**config.mk**
```make
export PLATFORM = sky130hd
export DESIGN_NAME = ifetch_stage_flat
export DESIGN_NICKNAME = d
export VERILOG_FILES = /design/src/rtl/cpu_pkg.sv /design/src/rtl/ifetch_stage_if.sv /design/src/rtl/ifetch_stage_pc_reg.sv /design/src/rtl/ifetch_stage.sv /design/src/flat_wrapper.sv
export SDC_FILE = /design/constraint.sdc
export NUM_CORES = 1
export LEC_CHECK = 0
export ABC_AREA = 1
export BUFFER_PORTS_ARGS = -buffer_cell sky130_fd_sc_hd__buf_2
export CELL_PAD_IN_SITES_DETAIL_PLACEMENT = 1
export CELL_PAD_IN_SITES_GLOBAL_PLACEMENT = 2
export CORE_MARGIN = 1
export CORE_UTILIZATION = 29
export DETAILED_ROUTE_END_ITERATION = 6
export GPL_TIMING_DRIVEN = 0
export PLACE_DENSITY = 0.82
export SYNTH_ARGS = -nofsm -noshare
export SYNTH_HDL_FRONTEND = slang
export SYNTH_SLANG_ARGS = --single-unit
```
**constraint.sdc**
```tcl
create_clock -name clock -period 2.2 [get_ports clock]
set_input_delay 0.44 -clock clock [delete_from_list [all_inputs] [get_ports clock]]
set_output_delay 0.44 -clock clock [all_outputs]
set_load 0.03 [all_outputs]
```
**src/rtl/cpu_pkg.sv**
```systemverilog
// Shared CPU front-end definitions: datapath widths, fetch FSM states and the
// default boot address, plus a small alignment helper.
package cpu_pkg;

    localparam int INSTR_W = 32;
    localparam int ADDR_W  = 32;

    localparam logic [ADDR_W-1:0] DEFAULT_RESET_PC = 32'h0000_0000;

    typedef enum logic [1:0] {
        BOOT  = 2'd0,
        RUN   = 2'd1,
        FAULT = 2'd2
    } fetch_state_t;

    function automatic logic isWordAligned(input logic [ADDR_W-1:0] addr);
        return (addr[1:0] == 2'b00);
    endfunction

endpackage

```
**src/rtl/ifetch_stage_if.sv**
```systemverilog
// IF/ID valid/ready handshake carrying the fetched word and its addresses
// from the fetch stage (master) to the decoder (slave).
interface ifetch_stage_if;
    import cpu_pkg::*;

    logic               out_valid;
    logic               out_ready;
    logic [INSTR_W-1:0] out_instr;
    logic [ADDR_W-1:0]  out_pc;
    logic [ADDR_W-1:0]  out_pc_plus4;

    modport master (
        output out_valid,
        output out_instr,
        output out_pc,
        output out_pc_plus4,
        input  out_ready
    );

    modport slave (
        input  out_valid,
        input  out_instr,
        input  out_pc,
        input  out_pc_plus4,
        output out_ready
    );

endinterface

```
**src/rtl/ifetch_stage_pc_reg.sv**
```systemverilog
// Program counter register: reset / redirect / sequential advance / hold,
// with a misalignment flag on the incoming redirect target.
module fetch_pc_reg
    import cpu_pkg::*;
#(
    parameter logic [ADDR_W-1:0] RESET_PC = DEFAULT_RESET_PC,
    parameter logic [ADDR_W-1:0] PC_STEP  = 32'd4
) (
    input  logic              clock,
    input  logic              reset,
    input  logic              redirect_en_i,
    input  logic [ADDR_W-1:0] redirect_pc_i,
    input  logic              advance_i,
    output logic [ADDR_W-1:0] pc_o,
    output logic [ADDR_W-1:0] pc_plus_step_o,
    output logic              misaligned_o
);

    logic [ADDR_W-1:0] pc_q;
    logic [ADDR_W-1:0] pc_d;

    // Unsigned add wraps modulo 2^32 with no carry out, as intended.
    assign pc_plus_step_o = pc_q + PC_STEP;
    assign misaligned_o   = !isWordAligned(redirect_pc_i);
    assign pc_o           = pc_q;

    always_comb begin
        pc_d = pc_q;
        if (redirect_en_i) begin
            pc_d = redirect_pc_i;
        end else if (advance_i) begin
            pc_d = pc_plus_step_o;
        end
    end

    always_ff @(posedge clock) begin
        if (reset) begin
            pc_q <= RESET_PC;
        end else begin
            pc_q <= pc_d;
        end
    end

endmodule

```
**src/rtl/ifetch_stage.sv**
```systemverilog
// Instruction-fetch stage: drives IM.addr from the PC, registers IM.instr into
// the IF/ID slot under valid/ready, and halts on a misaligned redirect.
module ifetch_stage
    import cpu_pkg::*;
#(
    parameter logic [ADDR_W-1:0] RESET_PC = DEFAULT_RESET_PC,
    parameter logic [ADDR_W-1:0] PC_STEP  = 32'd4
) (
    input  logic               clock,
    input  logic               reset,
    output logic [ADDR_W-1:0]  im_addr,
    input  logic [INSTR_W-1:0] im_instr,
    input  logic               redirect_valid,
    input  logic [ADDR_W-1:0]  redirect_pc,
    ifetch_stage_if.master     out_if,
    output logic               fault,
    output logic [31:0]        fetch_count
);

    fetch_state_t state_q;
    fetch_state_t state_d;

    logic [ADDR_W-1:0]  pc;
    logic [ADDR_W-1:0]  pcPlusStep;
    logic               misaligned;

    logic               takeRedirect;
    logic               setFault;
    logic               capture;
    logic               transfer;

    logic               outValid_q,   outValid_d;
    logic [INSTR_W-1:0] outInstr_q,   outInstr_d;
    logic [ADDR_W-1:0]  outPc_q,      outPc_d;
    logic [ADDR_W-1:0]  outPcPlus4_q, outPcPlus4_d;
    logic               fault_q,      fault_d;
    logic [31:0]        fetchCount_q, fetchCount_d;

    fetch_pc_reg #(
        .RESET_PC (RESET_PC),
        .PC_STEP  (PC_STEP)
    ) u_pc_reg (
        .clock          (clock),
        .reset          (reset),
        .redirect_en_i  (takeRedirect),
        .redirect_pc_i  (redirect_pc),
        .advance_i      (capture),
        .pc_o           (pc),
        .pc_plus_step_o (pcPlusStep),
        .misaligned_o   (misaligned)
    );

    always_ff @(posedge clock) begin
        if (reset) begin
            state_q <= BOOT;
        end else begin
            state_q <= state_d;
        end
    end

    // BOOT always leaves after one cycle; only a bad redirect can reach FAULT.
    always_comb begin
        state_d = state_q;
        unique case (state_q)
            BOOT:    state_d = (redirect_valid && misaligned) ? FAULT : RUN;
            RUN:     state_d = (redirect_valid && misaligned) ? FAULT : RUN;
            FAULT:   state_d = FAULT;
            default: state_d = BOOT;
        endcase
    end

    always_comb begin
        takeRedirect = 1'b0;
        setFault     = 1'b0;
        capture      = 1'b0;
        unique case (state_q)
            BOOT: begin
                takeRedirect = redirect_valid;
                setFault     = redirect_valid && misaligned;
            end
            RUN: begin
                takeRedirect = redirect_valid;
                setFault     = redirect_valid && misaligned;
                capture      = !redirect_valid && (!outValid_q || out_if.out_ready);
            end
            default: begin
                takeRedirect = 1'b0;
                setFault     = 1'b0;
                capture      = 1'b0;
            end
        endcase
    end

    assign transfer = outValid_q && out_if.out_ready;

    // A transfer is counted even when a redirect flushes the slot that cycle.
    always_comb begin
        outValid_d   = outValid_q;
        outInstr_d   = outInstr_q;
        outPc_d      = outPc_q;
        outPcPlus4_d = outPcPlus4_q;
        fault_d      = fault_q || setFault;
        fetchCount_d = transfer ? fetchCount_q + 32'd1 : fetchCount_q;
        if (state_q == FAULT || takeRedirect) begin
            outValid_d = 1'b0;
        end else if (capture) begin
            outValid_d   = 1'b1;
            outInstr_d   = im_instr;
            outPc_d      = pc;
            outPcPlus4_d = pcPlusStep;
        end
    end

    always_ff @(posedge clock) begin
        if (reset) begin
            outValid_q   <= 1'b0;
            outInstr_q   <= '0;
            outPc_q      <= '0;
            outPcPlus4_q <= '0;
            fault_q      <= 1'b0;
            fetchCount_q <= '0;
        end else begin
            outValid_q   <= outValid_d;
            outInstr_q   <= outInstr_d;
            outPc_q      <= outPc_d;
            outPcPlus4_q <= outPcPlus4_d;
            fault_q      <= fault_d;
            fetchCount_q <= fetchCount_d;
        end
    end

    assign im_addr             = pc;
    assign out_if.out_valid    = outValid_q;
    assign out_if.out_instr    = outInstr_q;
    assign out_if.out_pc       = outPc_q;
    assign out_if.out_pc_plus4 = outPcPlus4_q;
    assign fault               = fault_q;
    assign fetch_count         = fetchCount_q;

endmodule
```
**src/flat_wrapper.sv**
```systemverilog
// flat-port wrapper written by rule: the top's interface ports become plain ports
module ifetch_stage_flat import cpu_pkg::*;
#(
    parameter logic [ADDR_W-1:0] RESET_PC = DEFAULT_RESET_PC,
    parameter logic [ADDR_W-1:0] PC_STEP  = 32'd4
)
  (clock, reset, im_addr, im_instr, redirect_valid, redirect_pc, fault, fetch_count, out_if_out_valid, out_if_out_instr, out_if_out_pc, out_if_out_pc_plus4, out_if_out_ready);
  ifetch_stage_if out_if_i ();
  input  logic clock;
  input  logic reset;
  output logic [ADDR_W-1:0] im_addr;
  input  logic [INSTR_W-1:0] im_instr;
  input  logic redirect_valid;
  input  logic [ADDR_W-1:0] redirect_pc;
  output logic fault;
  output logic [31:0] fetch_count;
  output wire logic [$bits(out_if_i.out_valid)-1:0] out_if_out_valid;
  output wire logic [$bits(out_if_i.out_instr)-1:0] out_if_out_instr;
  output wire logic [$bits(out_if_i.out_pc)-1:0] out_if_out_pc;
  output wire logic [$bits(out_if_i.out_pc_plus4)-1:0] out_if_out_pc_plus4;
  input wire logic [$bits(out_if_i.out_ready)-1:0] out_if_out_ready;
  assign out_if_out_valid = out_if_i.out_valid;
  assign out_if_out_instr = out_if_i.out_instr;
  assign out_if_out_pc = out_if_i.out_pc;
  assign out_if_out_pc_plus4 = out_if_i.out_pc_plus4;
  assign out_if_i.out_ready = out_if_out_ready;
  ifetch_stage #(.RESET_PC(RESET_PC), .PC_STEP(PC_STEP)) u_core (.clock(clock), .reset(reset), .im_addr(im_addr), .im_instr(im_instr), .redirect_valid(redirect_valid), .redirect_pc(redirect_pc), .out_if(out_if_i), .fault(fault), .fetch_count(fetch_count));
endmodule
```
; ---- Word-level counts from Yosys, hierarchy flattened
; Index checks and enable logic that the tools add are counted.
[op_classes]
addsub = 2
n_eq_ne = 2
muxes = 7
n_bitwise = 1
n_reduce_logical = 15
[op_table]
columns = cell, count
row1 = 2-to-1 mux 32 bit, 2
row2 = adder 32 x 1 -> 32 bit (second input constant), 1
row3 = adder 32 x 3 -> 32 bit (second input constant), 1
row4 = logical NOT 2 bit, 2
row5 = one-hot mux 2 bit (2 select lines), 1
row6 = OR reduction 2 bit, 2
row7 = logical AND 1 bit, 3
row8 = logical NOT 1 bit, 3
row9 = logical OR 1 bit, 3
row10 = 2-to-1 mux 1 bit, 3
row11 = == test 2 x 1 -> 1 bit (second input constant), 1
row12 = == test 2 bit (second input constant), 1
row13 = 2-to-1 mux 2 bit, 1
row14 = AND reduction 2 bit, 1
row15 = nonzero test 2 bit, 1
row16 = inverter 1 bit, 1
[word_totals]
regBits = 164
input_bits = 68
out_inout_bits = 162
wordCells = 35

; ---- Logic depth before layout (Yosys ltp)
; Gate-level depths: netlist of the first run.
[logic_depth]
word_depth = 6
ltp_mapped = 9
mapped_depth_nobuf = 9

; ---- By module
; From an unflattened synthesis of the first run, not the netlist that was laid out.
[unflattened]
cells_unflattened = 1039
hier_area_um2 = 7310.8
[by_module_without_submodules]
columns = module, n_inst, cells_per_inst, area_per_inst_um2, seq_area_each_um2
row1 = ifetch_stage, 1, 712, 5136.2, 2642.5
row2 = fetch_pc_reg, 1, 327, 2174.6, 640.6

; ---- Worst setup path after synthesis of the first run
; No wires, ideal clock.
[synth_timing]
kind = reg2reg
startpoint = reg u_core.fetchCount_q[1], in the netlist u_core.fetch_count[1]
endpoint = reg u_core.fetchCount_q[22], in the netlist u_core.fetch_count[22]
setup_ns = 0.113
arrival_ns = 1.564
required_ns = 2.087
slack_ns = 0.523
stages_incl_launch_ff = 9
n_path_buf = 0
period_less_slack_ns = 1.677
path_cell_list = dfxtp_1 -> ha_1 -> nand3_1 -> nor2_2 -> nand3_2 -> nor2_2 -> nand3_1 -> nor2_1 -> nor2_1
[synth_via]
elab_chain_cells = 1
[synth_rtl]
columns = item, line
row1 = start: declaration, ifetch_stage.sv:37  ; logic [31:0] fetchCount_q, fetchCount_d;
row2 = start signal: assignment, ifetch_stage.sv:128  ; fetchCount_q <= fetchCount_d;
row3 = adder 32 x 1 -> 32 bit, ifetch_stage.sv:103  ; fetchCount_d = transfer ? fetchCount_q + 32'd1 : fetchCount_q;
; Every way passes these cells.
; A chain may end at the register's enable or synchronous reset.

; ---- Worst setup path in the final report of the first run
[layout_timing]
startpoint = reg u_core.state_q[1]
endpoint = reg u_core.u_pc_reg.pc_q[30], in the netlist u_core.u_pc_reg.pc_o[30]
[layout_via]
elab_chain_cells = 4
elab_cells_between_ends = 7
cone_classes = eq/ne: 1 / mux: 3 / reduce/logical: 3
[layout_rtl]
columns = item, line
row1 = start: declaration, ifetch_stage.sv:20  ; fetch_state_t state_q;
row2 = start signal: assignment, ifetch_stage.sv:57  ; state_q <= state_d;
row3 = == test 2 x 1 -> 1 bit / logical NOT 2 bit (equally long branches), ifetch_stage.sv:76  ; unique case (state_q)
row4 = OR reduction 2 bit (no line), n/a
row5 = 2-to-1 mux 1 bit, ifetch_stage.sv:76
row6 = 2-to-1 mux 32 bit / nonzero test 2 bit (equally long branches), n/a
row7 = end signal: assignment, ifetch_stage_pc_reg.sv:40  ; pc_q <= pc_d;
row8 = end: declaration, ifetch_stage_pc_reg.sv:19  ; logic [ADDR_W-1:0] pc_q;
; Several ways; a longest one is shown, not always the timed one.

==> reports/metrics.yaml, run 1 <==
status:
  outcome: "finished clean"
drt:
  drc: 0
  wire_per_inst_um: 16.6
  wl_mm: 26.7
  ant_nets: 0
  avgViaCountPerCell: 4.61
  drtIter0Drc: 374
  vias: 7396
  first_pass_iters: 4
critical_path:
  cp-start-kind: "register"
  cp_top_family: "buffers and inverters"
  critical_path_arrival_ns: 2.27
  cp_data_required_time_ns: 2.56
  crit_chain: "inv_1 > nand2_1 > inv_1 > clkbuf_1 > nand2_1 > o21ai_0 > nand2_1 > o21ai_0"
  max_stage_delay_ns: 0.57
  crit_start: "u_core.state_q[1]"
  worstSetupEndpointType: "register"
  worstReg2RegEnd: "u_core.u_pc_reg.pc_o[30]"
  ff2ff_path_depth: 8
  r2r_start: "u_core.state_q[1]"
  cp_max_fo: 10
  crit_type: "register to register"
  endpoint: "u_core.u_pc_reg.pc_o[30]"
  crit_cells: 8
  crit_buf_inv: 3
  r2r_slack_ns: 0.29
  cp_common_cell: "nand2_1"
  cp_slowest_cell: "clkbuf_1"
timing:
  relSlewSlack_pct: 51.7
  tightest_slew_ns: 0.724
  hold_violations: 0
  slew_viol_final: 0
  fmax_mhz: 523
  setup_viol: 0
  layout_min_cycle_time_ns: 1.91
  min_period_over_period_pct: 86.9
  rsz0062_at_grt: "false"
  clock_skew_ns: 0.00896
  setup_tns_ns: 0
cells_and_area:
  antenna_cells: 0
  fin_util_pct: 38.4
  fillers: 3144
  nets: 1337
  syn_to_final_growth_pct: 30.4
  layout-drive-gt1-share_pct: 24.5
  stdcell_area_um2: 9310
yosys:
  netlist_area_um2: 7140
  ys_ff_latch: 162
  ys_top_cells_by_count: "nand2_1 (241), nor2_1 (174), dfxtp_1 (162)"
  synth_area_leaders: "dfxtp_1 (45%), nand2_1 (13%), nor2_1 (9.1%)"
  synth_area_leader_cell: "dfxtp_1"
  yosysTopAreaCellShare_pct: 45.4
  synth.net_count: 1090
  yosysMostFrequentCell: "nand2_1"
  yosysSeqAreaShare_pct: 45.4
  syn-instance-count: 1020
  ys_async_sr_fraction_pct: 0
  synthDistinctLibCells: 33
  yosys_warnings: 0
  synth_edf_count: 0
  synth-main-ff-cell: "dfxtp_1"
  avgSynthCellArea_um2: 7.00
floorplanning:
  start_util_pct: 29.4
  num_rows: 57
  die_x_um: 159
  dieArea_um2: 25300
  num_io_pins: 230
  fp.coreArea_um2: 24200
  die_h_um: 159
global_route:
  grt_pass1_wl_mm: 41.7
  track_usage_pct: 21.3
  grt_pass1_vias: 7547
  antenna_found_initial: 0
  overflow: 0
  grt_max_degree: 17
clocking:
  cts_setup_buffers: 0
  tritoncts: "built"
  cts_sinks: 162
  clk_pin_slew_ns: 0.07
  clock_path_buffers: 2
  numCtsBuffers: 17
  htreeDepth: 4
  cts-resized-gates: 0
  clk_latency_ns: 0.44
  cts_root_buf: "clkbuf_16"
  cts_hold_buf: 0
min_path:
  hold_class: "input pin to register"
placement:
  dp_hpwl_mm: 20.4
  placed_cell_area_um2: 8690
  numPortBuffers: 228
  gp_congestion: 0.864
flow_run:
  drv_cap: 0
power_and_ir_drop:
  power.total_w: 0.00732
  power.leakage_nw: 4.08
  p_per_area_nw_per_um2: 786
  vdd_drop_max_mv: 0.323
cell type report:
type	instances	area, um2	share of cell area [%]
Sequential cell	162	3240	34.8
Tap cell	324	405	4.35
Timing Repair Buffer	228	1140	12.3
Clock inverter	15	196	2.11
Buffer	49	229	2.46
Inverter	73	274	2.94
Multi-Input combinational cell	736	3390	36.5
Clock buffer	17	425	4.57
cells in the final DEF (no fill, tap or decap), drive strengths merged, types with 2 or more instances in the layout:
| cell type | Yosys | final |
|---|---|---|
| xor2 | 14 | 14 |
| nand3 | 47 | 47 |
| bufinv | 0 | 3 |
| clkinvlp | 0 | 3 |
| a211oi | 2 | 2 |
| nand2 | 249 | 249 |
| ha | 2 | 2 |
| buf | 24 | 252 |
| a21oi | 77 | 77 |
| inv | 72 | 79 |
| nor2 | 193 | 193 |
| dfxtp | 162 | 162 |
| nor3 | 2 | 2 |
| xnor2 | 4 | 4 |
| o21ai | 122 | 122 |
| and2 | 3 | 3 |
| clkbuf | 25 | 42 |
| a31oi | 9 | 9 |
| nand4 | 7 | 7 |
| clkinv | 1 | 3 |
stage by stage:
step,cells,hold slack (ns),setup WS (ns)
CTS,1604,0.214,0.261
floorplan,1020,0.423,0.523
global placement,1572,0.440,0.153
detailed placement,1572,0.447,0.105
finish,1604,0.227,0.288
global route,1604,0.243,0.114
worst reg2reg max path, cell delays in order (launching register included):
cell	delay (ns)
dfxtp_1	0.33
inv_1	0.07
nand2_1	0.19
inv_1	0.19
clkbuf_1	0.58
nand2_1	0.22
o21ai_0	0.13
nand2_1	0.06
o21ai_0	0.08
registers in the layout (all words and copies together), names as in the netlist:
signal / count
u_core.u_pc_reg.pc_o: 32
u_core.out_if.out_pc_plus4: 32
u_core.fault: 1
u_core.out_if.out_instr: 32
u_core.out_if.out_pc: 30
u_core.fetch_count: 32
u_core.out_if.out_valid: 1
u_core.state_q: 2
logic make-up (layout without fill, tap and decap cells):
logic type                 Yosys count  count (layout)  synth area share, %
buffers and inverters              122             382                 7.04
AOI/OAI and AO/OA                  211             211                 15.1
and+or+nand+nor                    505             505                 29.9
DFF                                162             162                 45.4
adders and majority gates            2               2                0.350
xor gates and xnor gates            18              18                 2.21
how the worst min path moves through the flow:
stage	endpoint	startpoint	slack (ns)	cells past startpoint
after floorplan	u_core.state_q[0]	u_core.state_q[1]	0.42	1
after detailed placement	u_core.fault	u_core.fault	0.45	2
final	u_core.state_q[0]	redirect_valid	0.23	2
after global routing	u_core.state_q[0]	redirect_valid	0.24	2
after global placement	u_core.fault	u_core.fault	0.44	2
after CTS	u_core.state_q[0]	redirect_valid	0.21	2
layer usage:
layer | vias up | global-route usage, % | share of wire, %
met5 | - | 0 | 0
met4 | 0 | 6.03 | 1.5
met3 | 27 | 4.13 | 4.5
met2 | 173 | 36.5 | 47
met1 | 3432 | 27.0 | 47
li1 | 3764 | - | -
where the power goes:
part	switching [W]	internal, W
Sequential	0.000106	0.00306
Clock	0.00140	0.00182
Combinational	0.000660	0.000267
Total	0.00217	0.00515
(Power assumes the default switching activity.)
==> inputs of run 2 (changes only) <==
Settings changed: ABC_AREA 1 to default, CORE_UTILIZATION 29 to 31, PLACE_DENSITY 0.82 to 0.83.
==> run 2 against run 1 <==
Wire length down 7.3%; non-clock buffer count up 26; clock-buffer cell count up 5; sequential share of layout area up 0.51 points; critical endpoint is now u_core.u_pc_reg.pc_o[23]; highest routed layer unchanged.
==> reports/metrics.yaml, run 2 <==
status:
  outcome: "finished clean"
placement:
  place_ws_ns: -0.369  # -0.474 ns
  dp_hpwl_mm: 18.5  # -9.2%
  gp_congestion: 0.794  # -8.1%
  placedCellCount: 1359  # -14%
  numPortBuffers: 229  # +0.44%
drt:
  wl_mm: 24.7  # -7.3%
  ant_nets: 0  # unchanged
  drc: 0  # unchanged
  first_pass_iters: 4  # unchanged
  avgViaCountPerCell: 4.95  # +7.4%
  drtIter0Drc: 279  # -25%
  vias: 6935  # -6.2%
  wire_per_inst_um: 17.6  # +6.1%
yosys:
  yosys_warnings: 0  # unchanged
  synth.net_count: 920  # -16%
  avgSynthCellArea_um2: 8.19  # +17%
  yosysTopAreaCellShare_pct: 46.6  # +1.2 points
  netlist_area_um2: 6960  # -2.5%
  ys_ff_latch: 162  # unchanged
  ys_async_sr_fraction_pct: 0  # unchanged
  synth_area_leader_cell: "dfxtp_1"
  synth_edf_count: 0  # unchanged
  synthDistinctLibCells: 47  # +42%
  synth_area_leaders: "dfxtp_1 (47%), nand2_1 (9.5%), a21oi_1 (6.0%)"
  ys_top_cells_by_count: "nand2_1 (177), dfxtp_1 (162), nor2_1 (91)"
  yosysSeqAreaShare_pct: 46.6  # +1.2 points
  yosysMostFrequentCell: "nand2_1"
  synth-main-ff-cell: "dfxtp_1"
  syn-instance-count: 850  # -17%
critical_path:
  r2r_slack_ns: 0.10  # -0.18 ns
  max_stage_delay_ns: 0.55  # -0.02 ns
  r2r_start: "u_core.u_pc_reg.pc_o[6]"
  cp_top_family: "simple AND/OR/NAND/NOR gates"
  crit_type: "register to register"
  crit_chain: "nand3_2 > nor4_4 > buf_4 > nand3_1 > xor2_1 > a211oi_1"
  cp_slowest_cell: "dfxtp_1"
  crit_buf_inv: 1  # -2
  cp_max_fo: 10  # unchanged
  critical_path_arrival_ns: 2.43  # +0.16 ns
  ff2ff_path_depth: 6  # -2
  worstReg2RegEnd: "u_core.u_pc_reg.pc_o[23]"
  cp_data_required_time_ns: 2.53  # -0.03 ns
  cp-start-kind: "register"
  worstSetupEndpointType: "register"
floorplanning:
  num_io_pins: 230  # unchanged
  fp.coreArea_um2: 21900  # -9.7%
  num_rows: 54  # -5.3%
  dieArea_um2: 23100  # -8.7%
  die_x_um: 152  # -4.4%
  die_h_um: 152  # -4.4%
  start_util_pct: 31.8  # +2.4 points
cells_and_area:
  nets: 1177  # -12%
  fin_util_pct: 41.9  # +3.6 points
  layout-drive-gt1-share_pct: 29.0  # +4.6 points
  fillers: 2739  # -13%
  mostFrequentLayoutCells: "buf_2 (251), nand2_1 (177), dfxtp_1 (160)"
  mostFrequentLayoutCell: "buf_2"
  fin_cells: 1401  # -13%
  syn_to_final_growth_pct: 31.9
timing:
  setup_tns_ns: 0  # unchanged
  min_period_over_period_pct: 95.3  # +8.4 points
  fmax_mhz: 477  # -8.8%
  hold_violations: 0  # unchanged
  setup_viol: 0  # unchanged
  relSlewSlack_pct: 54.5  # +2.8 points
  layout_min_cycle_time_ns: 2.10  # +0.184 ns
  rsz0062_at_grt: "false"
  tightest_slew_ns: 0.683  # -0.0414 ns
  slew_viol_final: 0  # unchanged
  worst_slack_ns: 0.104  # -0.184 ns
  clock_skew_ns: 0.0107  # +0.00170 ns
power_and_ir_drop:
  power.leakage_nw: 3.80  # -6.8%
  p_per_area_nw_per_um2: 774  # -1.5%
  vdd_drop_max_mv: 0.478  # +48%
clocking:
  cts_root_buf: "clkbuf_16"
  clock_path_buffers: 2  # unchanged
  cts_sinks: 162  # unchanged
  tritoncts: "built"
  clk_latency_ns: 0.42  # -0.02 ns
  clk_pin_slew_ns: 0.07  # about the same
  htreeDepth: 4  # unchanged
  numCtsBuffers: 17  # unchanged
global_route:
  antenna_found_initial: 1  # +1
  grt_pass1_vias: 6954  # -7.9%
  grt_pass1_wl_mm: 39.2  # -6.0%
  grt_max_degree: 17  # unchanged
  track_usage_pct: 21.5  # +0.26 points
  overflow: 0  # unchanged
min_path:
  hold_path_end: "u_core.out_if.out_instr[3]"
  hold_path_depth: 3  # +1
  hold_class: "input pin to register"
  min-delay-start: "im_instr[3]"
flow_run:
  drv_cap: 0  # unchanged
==> run 2: cell count changes in the layout (fill, tap and decap cells not counted), moves of 14 or more <==
| cell | change |
|---|---|
| a211oi_1 | +43 |
| inv_1 | -64 |
| nand2_1 | -64 |
| nand3_1 | -14 |
| nand4_1 | +15 |
| nor2_1 | -84 |
| o21ai_0 | -96 |
| xnor2_1 | +27 |
| xor2_1 | +25 |
==> run 2: per-stage QoR <==
step	power [W]	hold WS, ns	instance area (um2)
floorplan	0.00378	0.445	6960
global placement	0.00413	0.434	8460
detailed placement	0.00414	0.438	8460
CTS	0.00719	0.241	9100
global route	0.00738	0.249	9180
finish	0.00711	0.251	9180
==> run 2: worst max path at each step <==
| stage | startpoint | endpoint | cells past startpoint |
|---|---|---|---|
| finish | u_core.u_pc_reg.pc_o[6] | u_core.u_pc_reg.pc_o[23] | 6 |
| global route | u_core.u_pc_reg.pc_o[6] | u_core.u_pc_reg.pc_o[27] | 6 |
| CTS | u_core.u_pc_reg.pc_o[6] | u_core.u_pc_reg.pc_o[23] | 6 |
| detailed placement | u_core.u_pc_reg.pc_o[2] | u_core.u_pc_reg.pc_o[22] | 6 |
| global placement | u_core.u_pc_reg.pc_o[2] | u_core.u_pc_reg.pc_o[24] | 6 |
| floorplan | u_core.u_pc_reg.pc_o[2] | u_core.out_if.out_pc_plus4[26] | 6 |
==> run 2: cell families after synthesis <==
group | share of synthesized area (%)
compound gates | 13.6
buf+inv | 4.74
xor+xnor | 8.81
mux | 0.162
fa+ha+maj | 0.359
flops | 46.6
simple gates | 25.8
==> run 2: power by group <==
part	internal, W	switching, W
combinational	0.000282	0.000627
clock	0.00181	0.00122
sequential	0.00305	0.000117
==> run 2: timing repair <==
action | CTS | global route
pin swaps | 4 | 3
endpoints found under the setup margin | 66 | 93
buffers inserted | 6 | 4
gates resized for setup | 8 | 18
hold buffers | 0 | 0
==> run 2: per-layer routing <==
metal | GRT usage [%] | wire, um
met5 | 0 | 0
met4 | 5.43 | 368
met3 | 5.33 | 1350
met2 | 34.8 | 11600
met1 | 28.6 | 11400
==> run 2: tightest hold or removal path, cell delays in order <==
cell and delay (ns):
buf_2 0.09, nand2_1 0.04, a21oi_1 0.05
==> run 2: cell type report <==
cell class | count | area (um2) | area share [%]
repair buffers | 239 | 1220 | 13.3
plain buffers | 64 | 314 | 3.42
multi-input cells | 616 | 3430 | 37.4
inverters | 7 | 26.3 | 0.286
clock buffers | 22 | 454 | 4.95
clock inverters | 10 | 134 | 1.46
diodes | 1 | 2.50 | 0.0273
well taps | 280 | 350 | 3.82
flip-flops and latches | 162 | 3250 | 35.4
==> inputs of run 3 (changes only) <==
Clock period 2.2 ns to 2.6 ns, I/O delays scaled along.
==> run 3 against run 2 <==
Fmax fell by 15%; register-to-register slack better by 0.03 ns; non-clock buffer count down 6; wire length is 0.36% lower; clock power fell by 16%; combinational power fell by 16%; critical path type unchanged; hold slack improved by 0.091 ns; cell count decreased by 0.43%.
==> reports/metrics.yaml, run 3 (synthesized netlist as in run 2, its figures left out) <==
critical_path:
  cp_top_family: "simple AND/OR/NAND/NOR gates"
  critical_path_arrival_ns: 2.80  # +0.37 ns
  crit_chain: "ha_1 > nand4_1 > nor4_4 > buf_4 > nand4_1 > xor2_1 > a211oi_1"
  cp_common_cell: "nand4_1"
  cp-start-kind: "register"
  crit_buf_inv: 1  # unchanged
  cp_data_required_time_ns: 2.93  # +0.40 ns
  crit_start: "u_core.u_pc_reg.pc_o[2]"
  cp_slowest_cell: "dfxtp_1"
  max_stage_delay_ns: 0.51  # -0.04 ns
  cp_max_fo: 7  # -3
  crit_type: "register to register"
  r2r_start: "u_core.u_pc_reg.pc_o[2]"
  worstSetupEndpointType: "register"
clocking:
  cts_root_buf: "clkbuf_16"
  clk_latency_ns: 0.41  # about the same
  clock_path_buffers: 2  # unchanged
  tritoncts: "built"
  clk_pin_slew_ns: 0.07  # about the same
  cts_sinks: 162  # unchanged
  numCtsBuffers: 17  # unchanged
  htreeDepth: 4  # unchanged
  cts_hold_buf: 0  # unchanged
global_route:
  grt_pass1_wl_mm: 39.1  # -0.26%
  overflow: 0  # unchanged
  grt_max_degree: 17  # unchanged
  grt_pass1_vias: 6922  # -0.46%
  antenna_found_initial: 1  # unchanged
  track_usage_pct: 21.5  # -0.061 points
placement:
  gp_congestion: 0.794  # unchanged
  place_ws_ns: -0.0179  # +0.351 ns
  placed_cell_area_um2: 8460  # unchanged
  dp_hpwl_mm: 18.5  # unchanged
  numPortBuffers: 229  # unchanged
  placedCellCount: 1359  # unchanged
timing:
  fmax_mhz: 405  # -15%
  setup_viol: 0  # unchanged
  worst_slack_ns: 0.130  # +0.0264 ns
  clock_skew_ns: 0.00946  # -0.00121 ns
  min_period_over_period_pct: 95.0  # -0.29 points
  layout_min_cycle_time_ns: 2.47  # +0.374 ns
  tightest_slew_ns: 0.784  # +0.101 ns
  hold_ws_ns: 0.342  # +0.0908 ns
  hold_violations: 0  # unchanged
  relSlewSlack_pct: 47.2  # -7.3 points
  slew_viol_final: 0  # unchanged
floorplanning:
  start_util_pct: 31.8  # unchanged
  dieArea_um2: 23100  # unchanged
  num_rows: 54  # unchanged
  die_h_um: 152  # unchanged
  die_x_um: 152  # unchanged
  num_io_pins: 230  # unchanged
  fp.coreArea_um2: 21900  # unchanged
min_path:
  hold_class: "input pin to register"
  min-delay-start: "im_instr[3]"
drt:
  drtIter0Drc: 270  # -3.2%
  first_pass_iters: 4  # unchanged
  drc: 0  # unchanged
  vias: 6881  # -0.78%
  ant_nets: 0  # unchanged
  wl_mm: 24.6  # -0.36%
  wire_per_inst_um: 17.7  # about the same
  avgViaCountPerCell: 4.93  # -0.35%
flow_run:
  drv_cap: 0  # unchanged
cells_and_area:
  syn_to_final_growth_pct: 30.3
  layout-drive-gt1-share_pct: 26.9  # -2.1 points
  stdcell_area_um2: 9070  # -1.2%
  mostFrequentLayoutCells: "buf_2 (248), nand2_1 (177), dfxtp_1 (162)"
  nets: 1171  # -0.51%
  mostFrequentLayoutCell: "buf_2"
  fin_cells: 1395  # -0.43%
power_and_ir_drop:
  vdd_drop_max_mv: 0.391  # -18%
  power.leakage_nw: 3.73  # -1.9%
  power.total_w: 0.00600  # -16%
  p_per_area_nw_per_um2: 661  # -15%
status:
  outcome: "finished clean"
## run 3: cell types whose count changed in the layout (fill, tap and decap cells not counted), moves of 2 or more
cell,delta
dfxtp_1,+2
nor4_1,+2
o21ai_1,-2
o21ai_0,+2
buf_1,+5
clkbuf_2,-5
buf_4,-7
buf_2,-3
dfxtp_2,-2
clkbuf_1,+5
## run 3: final timing paths
check | slack (ns) | cells after the start | endpoint
worst max-delay path | 0.13 | 7 | u_core.u_pc_reg.pc_o[24]
worst min-delay path | 0.34 | 3 | u_core.out_if.out_instr[3]
worst max register to register | 0.13 | 7 | u_core.u_pc_reg.pc_o[24]
worst min register to register | 0.44 | 2 | u_core.fault
## run 3: worst register-to-register path, cell delays in order, from the launching register on
cell	delay, ns
dfxtp_1	0.51
ha_1	0.32
nand4_1	0.42
nor4_4	0.43
buf_4	0.20
nand4_1	0.12
xor2_1	0.18
a211oi_1	0.22
## run 3: final cells by class
type / count / area, um2
antenna: 1 / 2.50
buffer: 65 / 304
clock buffer: 22 / 454
clock inverter: 10 / 134
fill: 2751 / 12800
inverter: 7 / 26.3
multi-input combinational: 616 / 3390
sequential: 162 / 3240
tap: 280 / 350
timing repair buffer: 232 / 1170
## run 3: per-layer routing
metal | GRT usage [%] | up-vias | share of wire (%)
li1 | - | 3391 | -
met4 | 5.29 | 0 | 1.2
met3 | 5.33 | 14 | 5.0
met5 | 0 | - | 0
met2 | 34.9 | 169 | 48
met1 | 28.4 | 3307 | 46
## run 3: power breakdown
group / switching (W) / internal, W
Combinational: 0.000532 / 0.000235
Clock: 0.00102 / 0.00153
Sequential: 0.0000941 / 0.00258
Total: 0.00165 / 0.00435
## run 3: what timing repair did
item,4_1_cts,5_1_grt
buffers inserted,0,3
gates resized for setup,0,0
endpoints found under the setup margin,0,17
## run 3: through the flow
stage,setup TNS [ns],util [%]
floorplan,0,-
global placement,-0.00580,38.6
detailed placement,-0.0357,38.6
CTS,0,41.3
global route,-0.0260,41.4
finish,0,41.4
